`config.mk`:
```
export PLATFORM = sky130hd
export DESIGN_NAME = cdb_arbiter
export DESIGN_NICKNAME = d
export VERILOG_FILES = /design/src/rtl/cdb_arbiter.sv
export SDC_FILE = /design/constraint.sdc
export NUM_CORES = 1
export LEC_CHECK = 0
export CORE_MARGIN = 1
export CORE_UTILIZATION = 42
export CTS_CLUSTER_DIAMETER = 150
export DETAILED_ROUTE_END_ITERATION = 8
export PLACE_DENSITY = 0.73
export SLEW_MARGIN = 40
export SYNTH_ARGS = -nofsm -noshare
export SYNTH_HDL_FRONTEND = slang
export SYNTH_SLANG_ARGS = --single-unit
```
`constraint.sdc`:
```
create_clock -name clk -period 5.2 [get_ports clk]
set_input_delay 1.04 -clock clk [delete_from_list [all_inputs] [get_ports clk]]
set_output_delay 1.04 -clock clk [all_outputs]
set_load 0.02 [all_outputs]
```
`src/rtl/cdb_arbiter.sv`:
```
// Round-robin arbiter sharing the Common Data Bus between N_SRC writeback sources.
// One winner per cycle is captured into a single output register that holds until the CDB accepts it.
module cdb_arbiter #(
    parameter int N_SRC      = 4,
    parameter int PHYS_REG_W = 7,
    parameter int REG_VAL_W  = 32
) (
    input  logic                          clk,
    input  logic                          rst_n,
    input  logic [N_SRC-1:0]              src_valid,
    output logic [N_SRC-1:0]              src_ready,
    input  logic [N_SRC*PHYS_REG_W-1:0]   src_addr,
    input  logic [N_SRC*REG_VAL_W-1:0]    src_val,
    input  logic                          cdb_ready,
    output logic                          cdb_valid,
    output logic [PHYS_REG_W-1:0]         cdb_register_addr,
    output logic [REG_VAL_W-1:0]          cdb_register_val,
    output logic [15:0]                   stall_cnt
);

    localparam int PTR_W = (N_SRC > 1) ? $clog2(N_SRC) : 1;
    localparam logic [PTR_W-1:0] LAST_IDX = PTR_W'(N_SRC - 1);

    logic                  cdb_valid_q, cdb_valid_d;
    logic [PHYS_REG_W-1:0] cdb_addr_q, cdb_addr_d;
    logic [REG_VAL_W-1:0]  cdb_val_q, cdb_val_d;
    logic [PTR_W-1:0]      rr_ptr_q, rr_ptr_d;
    logic [15:0]           stall_cnt_q, stall_cnt_d;

    logic                  load;
    logic                  found;
    logic [PTR_W-1:0]      grant_idx;
    logic [PHYS_REG_W-1:0] sel_addr;
    logic [REG_VAL_W-1:0]  sel_val;
    int                    scan_idx;

    assign load = !cdb_valid_q || cdb_ready;

    // Scan from rr_ptr upward with explicit wrap so non-power-of-2 N_SRC works.
    always_comb begin
        found     = 1'b0;
        grant_idx = '0;
        sel_addr  = '0;
        sel_val   = '0;
        scan_idx  = 0;
        for (int k = 0; k < N_SRC; k++) begin
            scan_idx = int'(rr_ptr_q) + k;
            if (scan_idx >= N_SRC) begin
                scan_idx = scan_idx - N_SRC;
            end
            if (!found && src_valid[scan_idx]) begin
                found     = 1'b1;
                grant_idx = PTR_W'(scan_idx);
                sel_addr  = src_addr[scan_idx*PHYS_REG_W +: PHYS_REG_W];
                sel_val   = src_val[scan_idx*REG_VAL_W +: REG_VAL_W];
            end
        end
    end

    always_comb begin
        src_ready = '0;
        if (rst_n && load && found) begin
            src_ready = N_SRC'(1) << grant_idx;
        end
    end

    always_comb begin
        cdb_valid_d = cdb_valid_q;
        cdb_addr_d  = cdb_addr_q;
        cdb_val_d   = cdb_val_q;
        rr_ptr_d    = rr_ptr_q;
        stall_cnt_d = stall_cnt_q;
        if (load) begin
            if (found) begin
                cdb_valid_d = 1'b1;
                cdb_addr_d  = sel_addr;
                cdb_val_d   = sel_val;
                rr_ptr_d    = (grant_idx == LAST_IDX) ? '0 : grant_idx + 1'b1;
            end else begin
                cdb_valid_d = 1'b0;
            end
        end else if (stall_cnt_q != 16'hFFFF) begin
            stall_cnt_d = stall_cnt_q + 16'd1;
        end
    end

    // Reset discards any pending broadcast immediately.
    always_ff @(posedge clk or negedge rst_n) begin
        if (!rst_n) begin
            cdb_valid_q <= 1'b0;
            cdb_addr_q  <= '0;
            cdb_val_q   <= '0;
            rr_ptr_q    <= '0;
            stall_cnt_q <= '0;
        end else begin
            cdb_valid_q <= cdb_valid_d;
            cdb_addr_q  <= cdb_addr_d;
            cdb_val_q   <= cdb_val_d;
            rr_ptr_q    <= rr_ptr_d;
            stall_cnt_q <= stall_cnt_d;
        end
    end

    assign cdb_valid         = cdb_valid_q;
    assign cdb_register_addr = cdb_addr_q;
    assign cdb_register_val  = cdb_val_q;
    assign stall_cnt         = stall_cnt_q;

endmodule

```
# Word-level counts from Yosys, hierarchy flattened
# Cells that the tools add are included.
[word_totals] register_bits=58 input_bits=163 out_inout_bits=60 word_cells=85
[op_classes] add_sub_neg=9 n_mul=4 magnitude_cmp=8 n_eq_ne=2 shift=9 n_mux=35 n_bitwise=1 reduce_logical=12
[op_table] cell="indexed part select 128 x 32 -> 32 bit" count=4
[op_table] cell="two-way mux 32 bit" count=8
[op_table] cell="less-than comparator 32 x 4 -> 1 bit, second input constant" count=4
[op_table] cell="multiplier 32 x 4 -> 32 bit, second input constant" count=4
[op_table] cell="indexed part select 28 x 32 -> 7 bit" count=4
[op_table] cell="two-way mux 7 bit" count=4
[op_table] cell="adder 16 x 1 -> 16 bit, second input constant" count=1
[op_table] cell="inequality test 16 bit, second input constant" count=1
[op_table] cell="two-way mux 1 bit" count=13
[op_table] cell="subtractor 3 x 3 -> 4 bit, second input constant" count=3
[op_table] cell="two-way mux 2 bit" count=5
[op_table] cell=">= comparator 3 bit, second input constant" count=3
[op_table] cell="binary-select mux 1 bit (select 2 bit)" count=4
[op_table] cell="adder 2 x 2 -> 3 bit, second input constant" count=2
[op_table] cell="logical AND 1 bit" count=5
[op_table] cell="logical NOT 1 bit" count=4
[op_table] cell="two-way mux 4 bit" count=1
[op_table] cell="AND reduction 2 bit" count=2
[op_table] cell="left shift 1 x 2 -> 4 bit, first input constant" count=1
[op_table] cell="subtractor 2 x 3 -> 4 bit, second input constant" count=1
[op_table] cell="adder 2 x 1 -> 3 bit, second input constant" count=1
[op_table] cell=">= comparator 2 x 3 -> 1 bit, second input constant" count=1
[op_table] cell="adder 2 x 1 -> 2 bit, second input constant" count=1
[op_table] cell="== test 2 bit, second input constant" count=1
[op_table] cell="2 further kinds" count=2

# Longest topological paths before layout
# Gate-level depths: netlist (run 1).
[depth] depth_word=17 ltp_mapped=19 ltp_nobuf=12

# Least setup slack after synthesis (run 1)
# OpenSTA, ideal clock, no wires.
[synth_path] path_type="register to output" start="register rr_ptr_q[0]" end="output src_ready[1]" t_arrival_ps=3950 t_required_ps=4160 slack_ps=210 stages_incl_launch_ff=20 path_buffers=10 cell_sequence="dfrtp_1 buf_6 inv_2 buf_1 buf_1 ha_1 buf_4 buf_6 buf_4 buf_4 buf_2 buf_2 buf_1 o22ai_1 nor2_1 nor2_1 a31oi_1 inv_1 ha_1 and3_1"
[synth_via] elab_chain_len=17 elab_cells_between_ends=44 classes_between="add/sub (7); order compare (4); shift (1); mux (25); reduce/logical (7)"
[synth_rtl] element="from (decl)" line_no="27" source="logic [PTR_W-1:0] rr_ptr_q, rr_ptr_d;"
[synth_rtl] element="from (signal assigned)" line_no="99" source="rr_ptr_q <= rr_ptr_d;"
[synth_rtl] element="parallel branches: the longest is 16 deep, another holds subtractor 3 x 3 -> 4 bit"
[synth_rtl] element="two-way mux 4 bit *" line_no="62" source="if (rst_n && load && found) begin"
[synth_rtl] element="to (decl)" line_no="11" source="output logic [N_SRC-1:0] src_ready,"
# Mark *: on every way between the ends. The select of a mux whose other input is x is not followed.

# Worst setup path after layout (run 1)
[layout_path] start="input src_valid[0]" end="output src_ready[0]"
[layout_via] elab_chain_len=15 elab_cells_between_ends=29 classes_between="shift (1); mux (21); reduce/logical (7)"
[layout_rtl] element="from (decl)" line_no="10" source="input logic [N_SRC-1:0] src_valid,"
[layout_rtl] element="binary-select mux 1 bit (select 2 bit)" line_no="51" source="if (!found && src_valid[scan_idx]) begin"
[layout_rtl] element="two-way mux 1 bit (not written as such) (2 in a row)" line_no="51"
[layout_rtl] element="two-way mux 1 bit" line_no="51"
[layout_rtl] element="logical NOT 1 bit" line_no="51"
[layout_rtl] element="logical AND 1 bit" line_no="51"
[layout_rtl] element="two-way mux 1 bit" line_no="51"
[layout_rtl] element="logical NOT 1 bit" line_no="51"
[layout_rtl] element="logical AND 1 bit" line_no="51"
[layout_rtl] element="two-way mux 1 bit" line_no="51"
[layout_rtl] element="logical NOT 1 bit" line_no="51"
[layout_rtl] element="logical AND 1 bit" line_no="51"
[layout_rtl] element="two-way mux 2 bit / two-way mux 1 bit (equally long branches)" line_no="51"
[layout_rtl] element="left shift 1 x 2 -> 4 bit / logical AND 1 bit (equally long branches)" line_no="63, 62"
[layout_rtl] element="two-way mux 4 bit *" line_no="62"
# Mark *: on every way between the ends. The rest lies on a longest branch, timed or not. The select of a mux whose other input is x is not followed.

==> results of run 1 <==
-- sequential cells by signal, indices dropped and copies added (netlist names) --
name	count
cdb_register_addr	7
cdb_register_val	32
cdb_valid	1
rr_ptr_q	2
stall_cnt	16
-- metrics by stage --
step	hold WS [ns]	utilization	power [mW]
finish	0.475	0.530	10.3
global placement	0.461	0.518	9.38
CTS	0.481	0.529	10.1
floorplan	0.590	-	7.16
global route	0.499	0.530	10.9
detailed placement	0.470	0.519	9.50
-- timing repair --
action | CTS | global route
endpoints found under the setup margin | 0 | 4
resized for setup | 0 | 1
buffers inserted | 0 | 1
-- cell usage after synthesis (4+ instances only) --
library cell  instances
nand4_1               7
o211ai_1             12
a21oi_1              64
nor4_1                6
nand3_1              33
o21ai_0              92
o22ai_1              41
buf_1                26
mux2_2               71
dfrtp_1              58
mux4_2              108
or3_1                 5
xor2_1                4
nor2_1              114
a311oi_1              4
mux2i_1             115
o21ai_1               7
o31ai_1               6
a2111oi_0             6
xnor2_1              12
o21bai_1              4
clkbuf_1             66
a31oi_1              13
a211oi_1              9
inv_1                50
nor2b_1              12
buf_4                 9
and3_1                7
nor3_1               16
buf_2                29
o2111ai_1             5
nand2_1             155
ha_1                 15
a221oi_1             40
nand3b_1              5
a41oi_1               4
nand2b_1             13
-- routing by layer --
layer  track usage  part of all wire
met1         0.423              0.40
met2         0.514              0.46
met3        0.0545             0.087
met4         0.145             0.050
met5             0                 0
-- worst max-delay path: stages --
cell             delay [ns]
clkdlybuf4s50_1        0.52
mux4_2                 0.63
nor3_1                 0.29
and2_1                 0.22
nor2_1                 0.07
a31oi_2                0.25
inv_1                  0.12
ha_1                   0.20
and3_1                 0.14
clkdlybuf4s50_1        0.53
-- final cells by class --
type / instances / area share
clock buffer: 12 / 0.0186
timing repair buffer: 259 / 0.185
inverter: 53 / 0.0144
sequential: 58 / 0.106
clock inverter: 3 / 0.00109
tap: 335 / 0.0304
multi-input combinational: 1074 / 0.645
-- logic make-up (layout without fill, tap and decap cells) --
family / after synthesis / after routing / synth area share
adder cells (fa/ha/maj): 15 / 15 / 0.0169
XOR/XNOR: 16 / 16 / 0.0126
flip-flops: 58 / 58 / 0.131
AND/OR/NAND/NOR: 389 / 389 / 0.157
AO/OA/AOI/OAI: 360 / 360 / 0.217
buffers and inverters: 186 / 327 / 0.0707
multiplexers: 294 / 294 / 0.395
-- how the worst max path moves through the flow --
stage                              end  depth (start not counted)  slack (ns)
final                     src_ready[0]                         10        0.15
after global routing      src_ready[0]                         10       0.003
after CTS                 src_ready[0]                         10        0.07
after detailed placement  src_ready[0]                         10        0.07
after global placement    src_ready[0]                         10        0.22
after floorplan           src_ready[1]                         19        0.21
-- power breakdown --
part / internal (mW) / switching [mW]
clock network: 0.343 / 0.220
logic: 3.79 / 5.16
registers: 0.638 / 0.141
total: 4.77 / 5.52
==> flow_summary.yaml, run 1 <==
setup_path:
  worstPathArrival_ns: 4.01
  worstPathMaxFanout: 8
  startpoint_type: "input pin"
  crit_path_end_kind: "output pin"
  worst_r2r_path_depth: 10
  regToRegStartpoint: "rr_ptr_q[0]"
  r2r_end: "cdb_register_addr[5]"
  crit_start: "src_valid[0]"
  crit_type: "in2out"
  crit_required_ns: 4.16
  reg2reg_slack_ns: 0.83
synth:
  synth_seq_cells: 58
  seq_area_frac_synth: 0.131
  synth_ff_type: "dfrtp_1"
  synth-edff-count: 0
  synthCells: 1318
  synth_top_area_share: 0.219
  syn_nets: 1496
  ys_types: 80
  synthTopCellsByArea: "mux4_2 22%, dfrtp_1 13%, mux2i_1 10%"
  ys_warn_count: 0
  yosys.area.top_type: "mux4_2"
  synth-async-reset-ratio: 1.00
  synth.avg_cell_area_sq_um: 8.42
  syn_area_sq_mm: 0.0111
cells_and_area:
  drive_gt1_frac: 0.173
  regArea_sq_mm: 0.00146
  n_antenna_cell: 0
  area_delta_synth_final_pct: 24.1
  fin_nets: 1633
  final_cell_mix: "221 x clkdlybuf4s50_1, 154 x nand2_1, 115 x mux2i_1"
  fillCellCount: 2435
  multiInputGateArea_sq_mm: 0.00888
  layout.cells.non_filler: 1794
  final_common_cell: "clkdlybuf4s50_1"
  final_cell_area_sq_mm: 0.0138
floorplanning:
  io_pins: 223
  initial_utilization: 0.427
  die_h_um: 165
  die-area_sq_mm: 0.0271
  coreArea_sq_mm: 0.0260
  dieWidth_um: 165
  rows: 59
routing:
  drt-total-wl_um: 44300
  wl_per_cell_um: 24.7
  final_antenna_net_count: 0
  firstDrtPassIters: 5
  drtIter0Drc: 1753
  route.detailed.drc: 0
  via_per_inst: 6.79
  vias: 12200
sta:
  setup_ws_ns: 0.149
  setup_viol: 0
  rsz0062_at_grt: "no"
  period_minus_slack_ns: 5.05
  slew_headroom: 0.433
  setup_tns_ns: 0
  hold_viol: 0
  tightest_slew_ns: 0.827
  drv_slew: 0
  min_period_over_period: 0.971
  skew_ns: 0.00775
  max_clock_freq_mhz: 198
global_routing:
  grt_usage: 0.321
  grt_max_degree: 126
  grt_pass1_wl_um: 66500
  grt_antenna_before_repair: 1
  grt-ovfl-total: 0
  grt_pass1_vias: 11400
pwr:
  leakagePower_nw: 5.23
  vdd.ir_drop.worst_v: 0.000441
  p_per_area_mw_per_mm2: 748
clock_tree:
  cts_sinks: 58
  cts_made_buffers: 9
  clock-root-buffer: "clkbuf_16"
  cts_tree: "done"
  htreeDepth: 3
  clk_pin_slew_ns: 0.05
  postCtsHoldBufs: 0
  clock_latency_ns: 0.34
  clockBufferDepth: 2
worst_hold_path:
  whs_path_depth: 2
  min_path_type: "reg2reg"
  min_from: "cdb_register_val[31]"
  worstHoldEndpoint: "cdb_register_val[31]"
placed_design:
  pre_cts_slack_ns: 0.0654
  dpl_cell_area_sq_mm: 0.0135
  gp_congestion: 1.03
  port_buffers: 222
  place_inst: 1778
  hpwl_um: 31600
outcome:
  status: "complete, no violations"
flow_run:
  drv_cap: 0
Note: power is estimated with default switching activity, not from simulation.
==> inputs of run 2 (changes only) <==
--- a/config.mk
+++ b/config.mk
@@ -7,10 +7,11 @@
 export LEC_CHECK = 0
 export CORE_MARGIN = 1
 export CORE_UTILIZATION = 42
+export CTS_BUF_LIST = sky130_fd_sc_hd__clkbuf_8
 export CTS_CLUSTER_DIAMETER = 150
 export DETAILED_ROUTE_END_ITERATION = 8
 export PLACE_DENSITY = 0.73
-export SLEW_MARGIN = 40
+export SLEW_MARGIN = 15
 export SYNTH_ARGS = -nofsm -noshare
 export SYNTH_HDL_FRONTEND = slang
 export SYNTH_SLANG_ARGS = --single-unit
==> run 2 against run 1 <==
Compared with the run above:
- flip-flop and latch count is the same
- final area down 0.95%
- clock skew up 0.0049 ns
- cell count barely moved
- die area unchanged
- largest power group unchanged
- sequential share of layout area up 0.10 points
- sequential power hardly changed
==> flow_summary.yaml, run 2 (same netlist as run 1, synthesis figures left out) <==
cells_and_area:
  fin_util: 0.525
  multiInputGateArea_sq_mm: 0.00888
  fillCellCount: 2398
  fin_nets: 1632
  largest_register_ffs: 32
  regArea_sq_mm: 0.00146
  final_common_cell: "clkdlybuf4s50_1"
  final_cell_mix: "221 x clkdlybuf4s50_1, 155 x nand2_1, 115 x mux2i_1"
  drive_gt1_frac: 0.171
  n_antenna_cell: 0
  layout.cells.non_filler: 1793
  area_delta_synth_final_pct: 23.0
pwr:
  p_per_area_mw_per_mm2: 741
  power_mw: 10.1
  leakagePower_nw: 5.18
  vdd.ir_drop.worst_v: 0.000688
clock_tree:
  cts_sinks: 58
  postCtsHoldBufs: 0
  clockBufferDepth: 2
  clock-root-buffer: "clkbuf_8"
  clk_pin_slew_ns: 0.06
  htreeDepth: 3
  cts_tree: "done"
  cts_made_buffers: 9
  clock_latency_ns: 0.36
sta:
  skew_ns: 0.0127
  period_minus_slack_ns: 4.99
  hold_viol: 0
  drv_slew: 0
  setup_viol: 0
  min_period_over_period: 0.960
  max_clock_freq_mhz: 200
  setup_tns_ns: 0
  tightest_slew_ns: 1.13
  rsz0062_at_grt: "no"
  slew_headroom: 0.245
  whs_ns: 0.481
global_routing:
  grt_pass1_wl_um: 66000
  grt_pass1_vias: 11300
  grt_antenna_before_repair: 1
  grt_max_degree: 179
  grt_usage: 0.319
  grt-ovfl-total: 0
placed_design:
  place_inst: 1777
  hpwl_um: 31400
  port_buffers: 222
  gp_congestion: 1.03
floorplanning:
  die-area_sq_mm: 0.0271
  dieWidth_um: 165
  rows: 59
  io_pins: 223
  coreArea_sq_mm: 0.0260
  initial_utilization: 0.427
  die_h_um: 165
routing:
  met2_length_um: 20500
  final_antenna_net_count: 0
  top_layer: "met4"
  drt-total-wl_um: 44100
  via_per_inst: 6.77
  firstDrtPassIters: 5
  vias: 12100
  wl_per_cell_um: 24.6
  drtIter0Drc: 1537
  wl_met3_um: 4020
  route.detailed.drc: 0
  wl_met1_um: 17600
setup_path:
  crit_path_end_kind: "output pin"
  worstPathArrival_ns: 3.95
  crit_required_ns: 4.16
  startpoint_type: "input pin"
  worstPathMaxFanout: 8
  crit_type: "in2out"
outcome:
  status: "complete, no violations"
flow_run:
  drv_cap: 0
worst_hold_path:
  min_path_type: "reg2reg"
run 2: changes by cell type in the layout (fill, tap and decap cells not counted):
| cell | before | now |
|---|---|---|
| nand2_2 | 1 | 0 |
| clkbuf_8 | 2 | 11 |
| nand2_1 | 154 | 155 |
| clkbuf_1 | 1 | 0 |
| buf_16 | 1 | 0 |
| clkbuf_16 | 9 | 0 |
| inv_1 | 49 | 50 |
run 2: what timing repair did:
item,CTS,global route
endpoints found under the setup margin,0,4
resized for setup,0,1
setup buffers,0,1
run 2: critical path, stage by stage:
cell             delay (ns)
clkdlybuf4s50_1        0.52
mux4_2                 0.63
nor3_1                 0.28
and2_1                 0.22
nor2_1                 0.07
a31oi_2                0.23
inv_1                  0.10
ha_1                   0.19
and3_1                 0.13
clkdlybuf4s50_1        0.53
run 2: stage by stage:
step                cell area, sq um  setup WS, ns
finish                         13600         0.207
global route                   13600        0.0352
CTS                            13600        0.0577
detailed placement             13500        0.0924
global placement               13500         0.221
floorplan                      11100         0.210
run 2: worst paths after layout:
path / to / depth (start not counted) / slack (ns) / from
hold reg to reg: cdb_register_val[31] / 2 / 0.48 / cdb_register_val[31]
min in group asynchronous: cdb_valid / 1 / 0.62 / rst_n
hold / removal: cdb_register_val[31] / 2 / 0.48 / cdb_register_val[31]
setup reg to reg: cdb_register_addr[5] / 12 / 0.71 / rr_ptr_q[0]
max in group asynchronous: rr_ptr_q[1] / 2 / 3.63 / rst_n
setup / recovery: src_ready[0] / 10 / 0.21 / src_valid[0]
run 2: power by group:
group | switching (mW) | internal, mW | total [mW] | leakage [nW]
Combinational | 5.16 | 3.79 | 8.94 | 4.35
Sequential | 0.139 | 0.637 | 0.776 | 0.732
Clock | 0.196 | 0.192 | 0.388 | 0.0961
Total | 5.49 | 4.62 | 10.1 | 5.18
run 2: layout make-up:
class / count / area share
Clock buffer: 11 / 0.0111
Clock inverter: 4 / 0.00138
Inverter: 53 / 0.0146
Multi-Input combinational cell: 1074 / 0.651
Sequential cell: 58 / 0.107
Tap cell: 335 / 0.0307
Timing Repair Buffer: 258 / 0.184
run 2: routing by layer:
layer / vias to the layer above / track usage
li1: 5368 / -
met1: 5904 / 0.420
met2: 734 / 0.510
met3: 133 / 0.0530
met4: 0 / 0.148
met5: - / 0
==> inputs of run 3 (changes only) <==
--- a/config.mk
+++ b/config.mk
@@ -5,12 +5,13 @@
 export SDC_FILE = /design/constraint.sdc
 export NUM_CORES = 1
 export LEC_CHECK = 0
+export ABC_AREA = 1
 export CORE_MARGIN = 1
 export CORE_UTILIZATION = 42
 export CTS_BUF_LIST = sky130_fd_sc_hd__clkbuf_8
 export CTS_CLUSTER_DIAMETER = 150
 export DETAILED_ROUTE_END_ITERATION = 8
-export PLACE_DENSITY = 0.73
+export PLACE_DENSITY = 0.74
 export SLEW_MARGIN = 15
 export SYNTH_ARGS = -nofsm -noshare
 export SYNTH_HDL_FRONTEND = slang
==> run 3 against run 2 <==
Compared with the run above:
- combinational power shrank 1%
- critical path depth grew 6
- flip-flop and latch count is the same
- final area shrank 7.7%
- count of clock-buffer cells in the layout shrank 2
- total power grew 0.91%
- global-route usage shrank 0.22 points
- setup slack gained 0.15 ns
- sequential power grew 7.1%
- routed wire length shrank 9.1%
- synthesized cell count grew 46%
- worst hold slack gained 0.016 ns
==> flow_summary.yaml, run 3 <==
placed_design:
  place_inst: 2361
  pre_cts_slack_ns: 0.390
  gp_congestion: 0.970
  hpwl_um: 29200
  port_buffers: 222
sta:
  setup_tns_ns: 0
  whs_ns: 0.498
  hold_viol: 0
  setup_ws_ns: 0.360
  tightest_slew_ns: 0.880
  skew_ns: 0.0174
  slew_headroom: 0.413
  setup_viol: 0
  period_minus_slack_ns: 4.84
  min_period_over_period: 0.931
  max_clock_freq_mhz: 207
  rsz0062_at_grt: "no"
  drv_slew: 0
synth:
  ys_types: 40
  synth_top_area_share: 0.227
  synth_ff_type: "dfrtp_1"
  syn_area_sq_mm: 0.0101
  synth_common_cells: "613 x nand2_1, 272 x o21ai_0, 205 x nor2_1"
  muxShareOfSynthArea: 0.0100
  yosysMostFrequentCell: "nand2_1"
  synthTopCellsByArea: "nand2_1 23%, dfrtp_1 14%, o21ai_0 13%"
  synth_simple_gate_area_frac: 0.411
  synth_top_family_by_area: "simple AND/OR/NAND/NOR gates"
  synth-async-reset-ratio: 1.00
  synth_compound_area_frac: 0.275
  yosys.area_share.adder: 0.0185
  ys_warn_count: 0
  synth_seq_cells: 58
  yosys.area.top_type: "nand2_1"
  synth.avg_cell_area_sq_um: 5.26
  seq_area_frac_synth: 0.143
  yosys.area_share.xor_xnor: 0.0147
  syn_nets: 2103
  synthCells: 1925
  synth-edff-count: 0
clock_tree:
  clock_latency_ns: 0.36
  cts_tree: "done"
  clk_pin_slew_ns: 0.07
  postCtsHoldBufs: 0
  cts_made_buffers: 9
  clockBufferDepth: 2
  clock-root-buffer: "clkbuf_8"
  htreeDepth: 3
  cts-resized-gates: 0
  cts_sinks: 58
  cts_setup_buffers: 0
routing:
  final_antenna_net_count: 0
  vias: 13600
  route.detailed.drc: 0
  firstDrtPassIters: 6
  via_per_inst: 5.74
  drtIter0Drc: 1614
  drt-total-wl_um: 40100
  wl_per_cell_um: 16.9
cells_and_area:
  layout.cells.non_filler: 2379
  multiInputGateArea_sq_mm: 0.00740
  fin_nets: 2231
  area_delta_synth_final_pct: 24.3
  final_common_cell: "nand2_1"
  final_cell_mix: "613 x nand2_1, 272 x o21ai_0, 221 x clkdlybuf4s50_1"
  largest_register_ffs: 32
  drive_gt1_frac: 0.0340
  fillCellCount: 2455
  regArea_sq_mm: 0.00146
pwr:
  p_per_area_mw_per_mm2: 810
  power_mw: 10.2
  vdd.ir_drop.worst_v: 0.000562
  leakagePower_nw: 5.97
setup_path:
  crit_path_end_kind: "output pin"
  worstPathArrival_ns: 3.80
  crit_type: "in2out"
  worstPathMaxFanout: 16
  reg2reg_slack_ns: 0.68
  startpoint_type: "input pin"
  crit_required_ns: 4.16
floorplanning:
  dieWidth_um: 157
  initial_utilization: 0.430
  rows: 56
  coreArea_sq_mm: 0.0235
  die_h_um: 157
  die-area_sq_mm: 0.0247
  io_pins: 223
global_routing:
  grt_usage: 0.317
  grt_antenna_before_repair: 2
  grt_max_degree: 280
  grt_pass1_wl_um: 61900
  grt-ovfl-total: 0
  grt_pass1_vias: 12000
outcome:
  status: "complete, no violations"
flow_run:
  drv_cap: 0
worst_hold_path:
  min_path_type: "reg2reg"
## run 3: cells by family (layout without fill, tap and decap cells)
logic type,count (synthesis),count (layout)
AND/OR/NAND/NOR,1021,1021
buffers and inverters,301,434
other,0,2
multiplexers,10,10
flip-flops,58,58
AO/OA/AOI/OAI,503,503
adder cells (fa/ha/maj),15,15
XOR/XNOR,17,17
## run 3: final cells by class
cell class | count | area share
clock buffers | 9 | 0.00984
diodes | 2 | 0.000398
flip-flops and latches | 58 | 0.116
clock inverters | 7 | 0.00984
well taps | 319 | 0.0317
multi-input cells | 1566 | 0.588
repair buffers | 251 | 0.194
inverters | 167 | 0.0498
## run 3: per-stage QoR
| stage | area [sq um] | util |
|---|---|---|
| final | 12600 | 0.535 |
| after global routing | 12600 | 0.535 |
| after global placement | 12300 | 0.524 |
| after CTS | 12600 | 0.534 |
| after floorplan | 10100 | - |
| after detailed placement | 12300 | 0.524 |
## run 3: path summary, 6_finish.rpt
| path | startpoint | endpoint | cells past startpoint |
|---|---|---|---|
| max in group asynchronous | rst_n | rr_ptr_q[0] | 2 |
| min in group asynchronous | rst_n | stall_cnt[4] | 2 |
| hold / removal | cdb_register_addr[1] | cdb_register_addr[1] | 2 |
| setup / recovery | src_valid[0] | src_ready[1] | 16 |
| hold reg to reg | cdb_register_addr[1] | cdb_register_addr[1] | 2 |
| setup reg to reg | rr_ptr_q[1] | cdb_register_addr[0] | 18 |
## run 3: layer usage
metal | GRT usage | part of all wire | vias to the layer above
met5 | 0 | 0 | -
met4 | 0.130 | 0.043 | 0
met3 | 0.0385 | 0.085 | 121
met2 | 0.521 | 0.46 | 710
met1 | 0.417 | 0.42 | 6169
li1 | - | - | 6647
## run 3: worst max-delay path: stages
cell and delay [ns]:
clkdlybuf4s50_1 0.46, inv_1 0.06, o21ai_1 0.16, nand2_1 0.11
nand2_4 0.20, inv_1 0.09, nand2_1 0.17, nand2_1 0.09
xor2_1 0.14, inv_1 0.10, nand2_1 0.13, inv_1 0.11
ha_1 0.14, inv_1 0.04, nor2_1 0.11, clkdlybuf4s50_1 0.64
## run 3: where the power goes
group          internal [mW]  total (mW)  switching, mW  leakage, nW
sequential             0.681       0.831          0.150        0.699
combinational           2.81        8.82           6.01         5.15
clock                  0.323       0.548          0.226        0.120
total                   3.81        10.2           6.39         5.97
==> RTL edit 1 (settings of run 1) <==
`REG_VAL_W`: 32 -> 64.
--- a/src/rtl/cdb_arbiter.sv
+++ b/src/rtl/cdb_arbiter.sv
@@ -3,7 +3,7 @@
 module cdb_arbiter #(
     parameter int N_SRC      = 4,
     parameter int PHYS_REG_W = 7,
-    parameter int REG_VAL_W  = 32
+    parameter int REG_VAL_W  = 64
 ) (
     input  logic                          clk,
     input  logic                          rst_n,
Interface: changed (resized cdb_register_val and src_val); port bits go from 223 to 383. The function was not compared with the original's and may differ.
==> RTL edit 1 against run 1 <==
Routed wire length increased by 38%. Area after synthesis increased by 28%. Via count increased by 36%. Sequential share of layout area increased by 1.7 points. Hold slack improved by 0.028 ns. Sequential cell count increased by 32. Cell area increased by 34%. Critical path depth decreased by 1. Maximum frequency decreased by 1.6%. Worst setup slack got worse by 0.084 ns. First-iteration DRC count decreased by 2.6%. Power increased by 27%. Critical endpoint is now src_ready[2].
==> RTL edit 1: results <==
[status]
status = finished, final reports clean

[final_layout]
drive_gt1_share_pct = 9.18
fin_nets = 2250
largest_register_ffs = 64

[hold_path]
min_to = stall_cnt[15]
hold_path_depth = 1

[placement]
hpwlAfterDp_um = 43400
io_buffers = 382
post-place-ws_ns = 0.134

[setup_path]
r2r_end = cdb_register_addr[3]
crit_arrival_ns = 4.10

[global_routing]
grt_max_degree = 140
grt_pass1_vias = 15100

[power_and_ir_drop]
p_sw_w = 0.00710
ir_drop_mv = 0.630

[synthesis]
muxShareOfSynthArea_pct = 33.0
ys_types = 85
synthXorXnorAreaFrac_pct = 0.928
synth_compound_area_share_pct = 30.9
yosysSeqAreaShare_pct = 15.9
yosys.area_share.adder_pct = 1.40
synth_fp_nets = 2006
yosys-top-cells-count = mux2i_1, o22ai_1, o221ai_1

[timing]
worst_slew_pin_slew_ns = 0.894
whs_ns = 0.503

[clocking]
clk_pin_slew_worst_paths_ns = 0.07

[routing]
wirelength_um = 60900
RTL edit 1: cell count changes after synthesis, moves of 43 or more:
cell      change
o21ai_0      -43
mux4_2       -58
a31oi_1      +64
o221ai_1    +132
mux2i_1     +200
o21ai_1     +101
o22ai_1      +97
nand2_1      -75
RTL edit 1: cell families after synthesis:
group | Yosys count
buffers and inverters | 216
adder cells (fa/ha/maj) | 16
AND/OR/NAND/NOR | 317
flip-flops | 90
AO/OA/AOI/OAI | 647
multiplexers | 399
XOR/XNOR | 15
RTL edit 1: worst max path at each step:
stage / from / to / slack, ns / cells past startpoint
finish: src_valid[1] / src_ready[2] / 0.06 / 9
global route: src_valid[2] / src_ready[2] / 0.007 / 9
CTS: src_valid[1] / src_ready[2] / 0.11 / 9
detailed placement: src_valid[1] / src_ready[2] / 0.13 / 9
global placement: src_valid[1] / src_ready[2] / 0.19 / 9
floorplan: rr_ptr_q[1] / src_ready[2] / 0.63 / 13
RTL edit 1: critical path, stage by stage:
cell	delay, ns
clkdlybuf4s50_1	0.55
mux4_2	0.60
or4b_1	0.58
a22oi_1	0.17
buf_4	0.20
inv_1	0.07
ha_1	0.19
and3_1	0.16
clkdlybuf4s50_1	0.54
RTL edit 1: routing by layer:
metal / vias to the layer above / track usage, % / share of wire, %
li1: 7332 / - / -
met2: 990 / 54.3 / 46
met3: 154 / 8.63 / 10
met1: 8109 / 44.2 / 40
met5: - / 0 / 0.028
met4: 2 / 12.4 / 4.0
RTL edit 1: through the flow:
stage	utilization [%]	power, W	std cells	cell area (sq um)
after floorplan	-	0.00909	1700	14100
after global placement	54.7	0.0118	2370	18000
after detailed placement	55.1	0.0120	2374	18100
after CTS	56.1	0.0128	2390	18400
after global routing	56.2	0.0139	2394	18500
final	56.2	0.0131	2399	18500
RTL edit 1: final cells by class:
type	count	area share (%)
Inverter	20	0.406
Antenna cell	8	0.108
Multi-Input combinational cell	1394	59.1
Sequential cell	90	12.2
Timing Repair Buffer	429	23.4
Clock inverter	7	0.548
Tap cell	442	2.99
Clock buffer	9	1.22
RTL edit 1: power by group through the flow:
stage          sequential, W  clock (W)  combinational (W)
3_3_place_gp         0.00124          0             0.0106
3_5_place_dp         0.00124          0             0.0108
6_report             0.00124   0.000772             0.0111
4_1_cts              0.00124   0.000785             0.0108
5_1_grt              0.00127   0.000805             0.0118
2_1_floorplan        0.00154          0            0.00755
RTL edit 1: what timing repair did:
| item | 4_1_cts | 5_1_grt |
|---|---|---|
| endpoints found under the setup margin | 0 | 2 |
| resized for setup | 0 | 1 |
| hold buffers | 0 | 0 |
| buffers inserted | 0 | 0 |
==> RTL edit 2 (config.mk and constraints of run 1) <==
Without the edit above. Make the reset (`rst_n`) synchronous in one clocked block.
--- a/src/rtl/cdb_arbiter.sv
+++ b/src/rtl/cdb_arbiter.sv
@@ -85,7 +85,7 @@
     end
 
     // Reset discards any pending broadcast immediately.
-    always_ff @(posedge clk or negedge rst_n) begin
+    always_ff @(posedge clk) begin
         if (!rst_n) begin
             cdb_valid_q <= 1'b0;
             cdb_addr_q  <= '0;
Function: differs if rst_n is asserted again (counterexample within 4 cycles, from zero or initial values and one cycle with rst_n low); with rst_n held inactive, the same outputs for 4 cycles.
==> RTL edit 2 against run 1 <==
Sequential cell count did not move. Sequential share of layout area fell by 2.0 points. Critical endpoint is now src_ready[2]. Non-clock buffer count fell by 4. Worst setup slack improved by 0.091 ns. Combinational power fell by 35%. Cell count fell by 1.4%. First-iteration DRC count fell by 13%. Power fell by 30%. Sequential power fell by 14%. Routed wire length fell by 4.3%. Area after synthesis fell by 1.8%. Cell area fell by 1.8%. Register-to-register slack improved by 0.10 ns.
==> RTL edit 2: results <==
[status]
status = finished, final reports clean

[synthesis]
synth_fp_nets = 1479
yosys-top-cells-count = nand2_1, mux4_2, mux2i_1
async_flop_share_pct = 0
synth_ff_type = dfxtp_1
yosysSeqAreaShare_pct = 10.7
ys_types = 81
yosysWarnings = 0
synthTopCellsByArea = mux4_2, dfxtp_1, mux2i_1

[timing]
worst_slew_pin_slew_ns = 0.849
fin_skew_ns = 0.00856

[hold_path]
hold_path_class = reg2reg
hold_path_depth = 1
hp-start = cdb_register_val[29]

[global_routing]
grt_pass1_vias = 11300
grtUsageTotal_pct = 31.1
grt_max_degree = 151
antenna_found_initial = 0
grt_pass1_wl_um = 64500

[power_and_ir_drop]
ir_drop_mv = 0.392
p_leak_nw = 5.08

[final_layout]
insertedDiodeCount = 0
drive_gt1_share_pct = 17.0
largest_register_ffs = 32
fin_nets = 1612

[routing]
wirelength_um = 42400
via_per_inst = 6.81
first_pass_iters = 6
dr.first_iter.drc_count = 1529

[setup_path]
crit_start = src_valid[2]
path_max_fanout = 10
cpPeakStageDelay_ns = 0.68
crit_arrival_ns = 3.92
r2r_cells = 14
slowest_stage = clkdlybuf4s50_1
reg2reg_from = rr_ptr_q[0]

[clocking]
clock_latency_ns = 0.34
cts_buffer_depth = 2
cts_buffers = 9
cts_max_level = 3
cts-root-buf = clkbuf_16
post_cts_buffers = 0
clk_pin_slew_worst_paths_ns = 0.06
ctsResizeCount = 0

[placement]
hpwlAfterDp_um = 30400
postPlaceCellArea_sq_um = 13200
routabilityCongestion = 1.02
io_buffers = 222
RTL edit 2: cell count changes after synthesis, sizes merged, moves of 7 or more:
cell    change
o21ai      -30
a211oi      +8
and3        +7
nor2       -23
and2       +17
dfxtp      +58
a21boi      +7
nand3      -15
o211a      +33
nor2b       +8
mux2i      -19
dfrtp      -58
RTL edit 2: metal layers:
layer	up-vias	share of wire (%)	global-route usage (%)	wire length, um
met1	5818	40	40.3	16800
met2	749	46	49.1	19400
li1	5343	-	-	-
met4	0	4.9	15.4	2090
met5	-	0	0	0
met3	130	9.5	6.40	4030
RTL edit 2: where the power goes:
| part | switching (W) | leakage [nW] | internal, W | total (W) |
|---|---|---|---|---|
| registers | 0.000105 | 0.479 | 0.000566 | 0.000671 |
| clock network | 0.000246 | 0.170 | 0.000472 | 0.000718 |
| logic | 0.00327 | 4.43 | 0.00253 | 0.00580 |
| total | 0.00362 | 5.08 | 0.00357 | 0.00719 |
RTL edit 2: layout make-up:
cell class	instances	area [sq um]
tap	330	413
timing repair buffer	255	2510
sequential	58	1170
fill	2374	11800
multi-input combinational	1063	8910
clock buffer	9	225
inverter	47	176
clock inverter	7	125
RTL edit 2: final timing paths:
check	end	slack, ns
min reg2reg	cdb_register_val[29]	0.50
max reg2reg	cdb_register_addr[4]	0.93
max	src_ready[2]	0.24
min	cdb_register_val[29]	0.50
RTL edit 2: cells by family after synthesis:
group           Yosys count  share of synthesized area [%]
fa+ha+maj                15                           1.72
mux                     264                           36.7
xor+xnor                 13                           1.05
flops                    58                           10.7
buf+inv                 180                           7.91
compound gates          382                           25.1
simple gates            389                           16.8
RTL edit 2: metrics by stage:
step	util (%)	total power, W	instances	hold WS (ns)	setup WS, ns
floorplan	-	0.00484	1301	0.550	0.198
global placement	51.9	0.00625	1752	0.479	0.382
detailed placement	52.0	0.00632	1753	0.485	0.334
CTS	53.4	0.00708	1769	0.496	0.245
global route	53.4	0.00759	1769	0.509	0.0652
finish	53.4	0.00719	1769	0.495	0.240
RTL edit 2: worst max-delay path, delay by kind of cell:
| family | cells | cell delay, ns |
|---|---|---|
| fa+ha+maj | 1 | 0.19 |
| compound gates | 3 | 0.60 |
| simple gates | 5 | 0.87 |
| buf+inv | 2 | 1.21 |
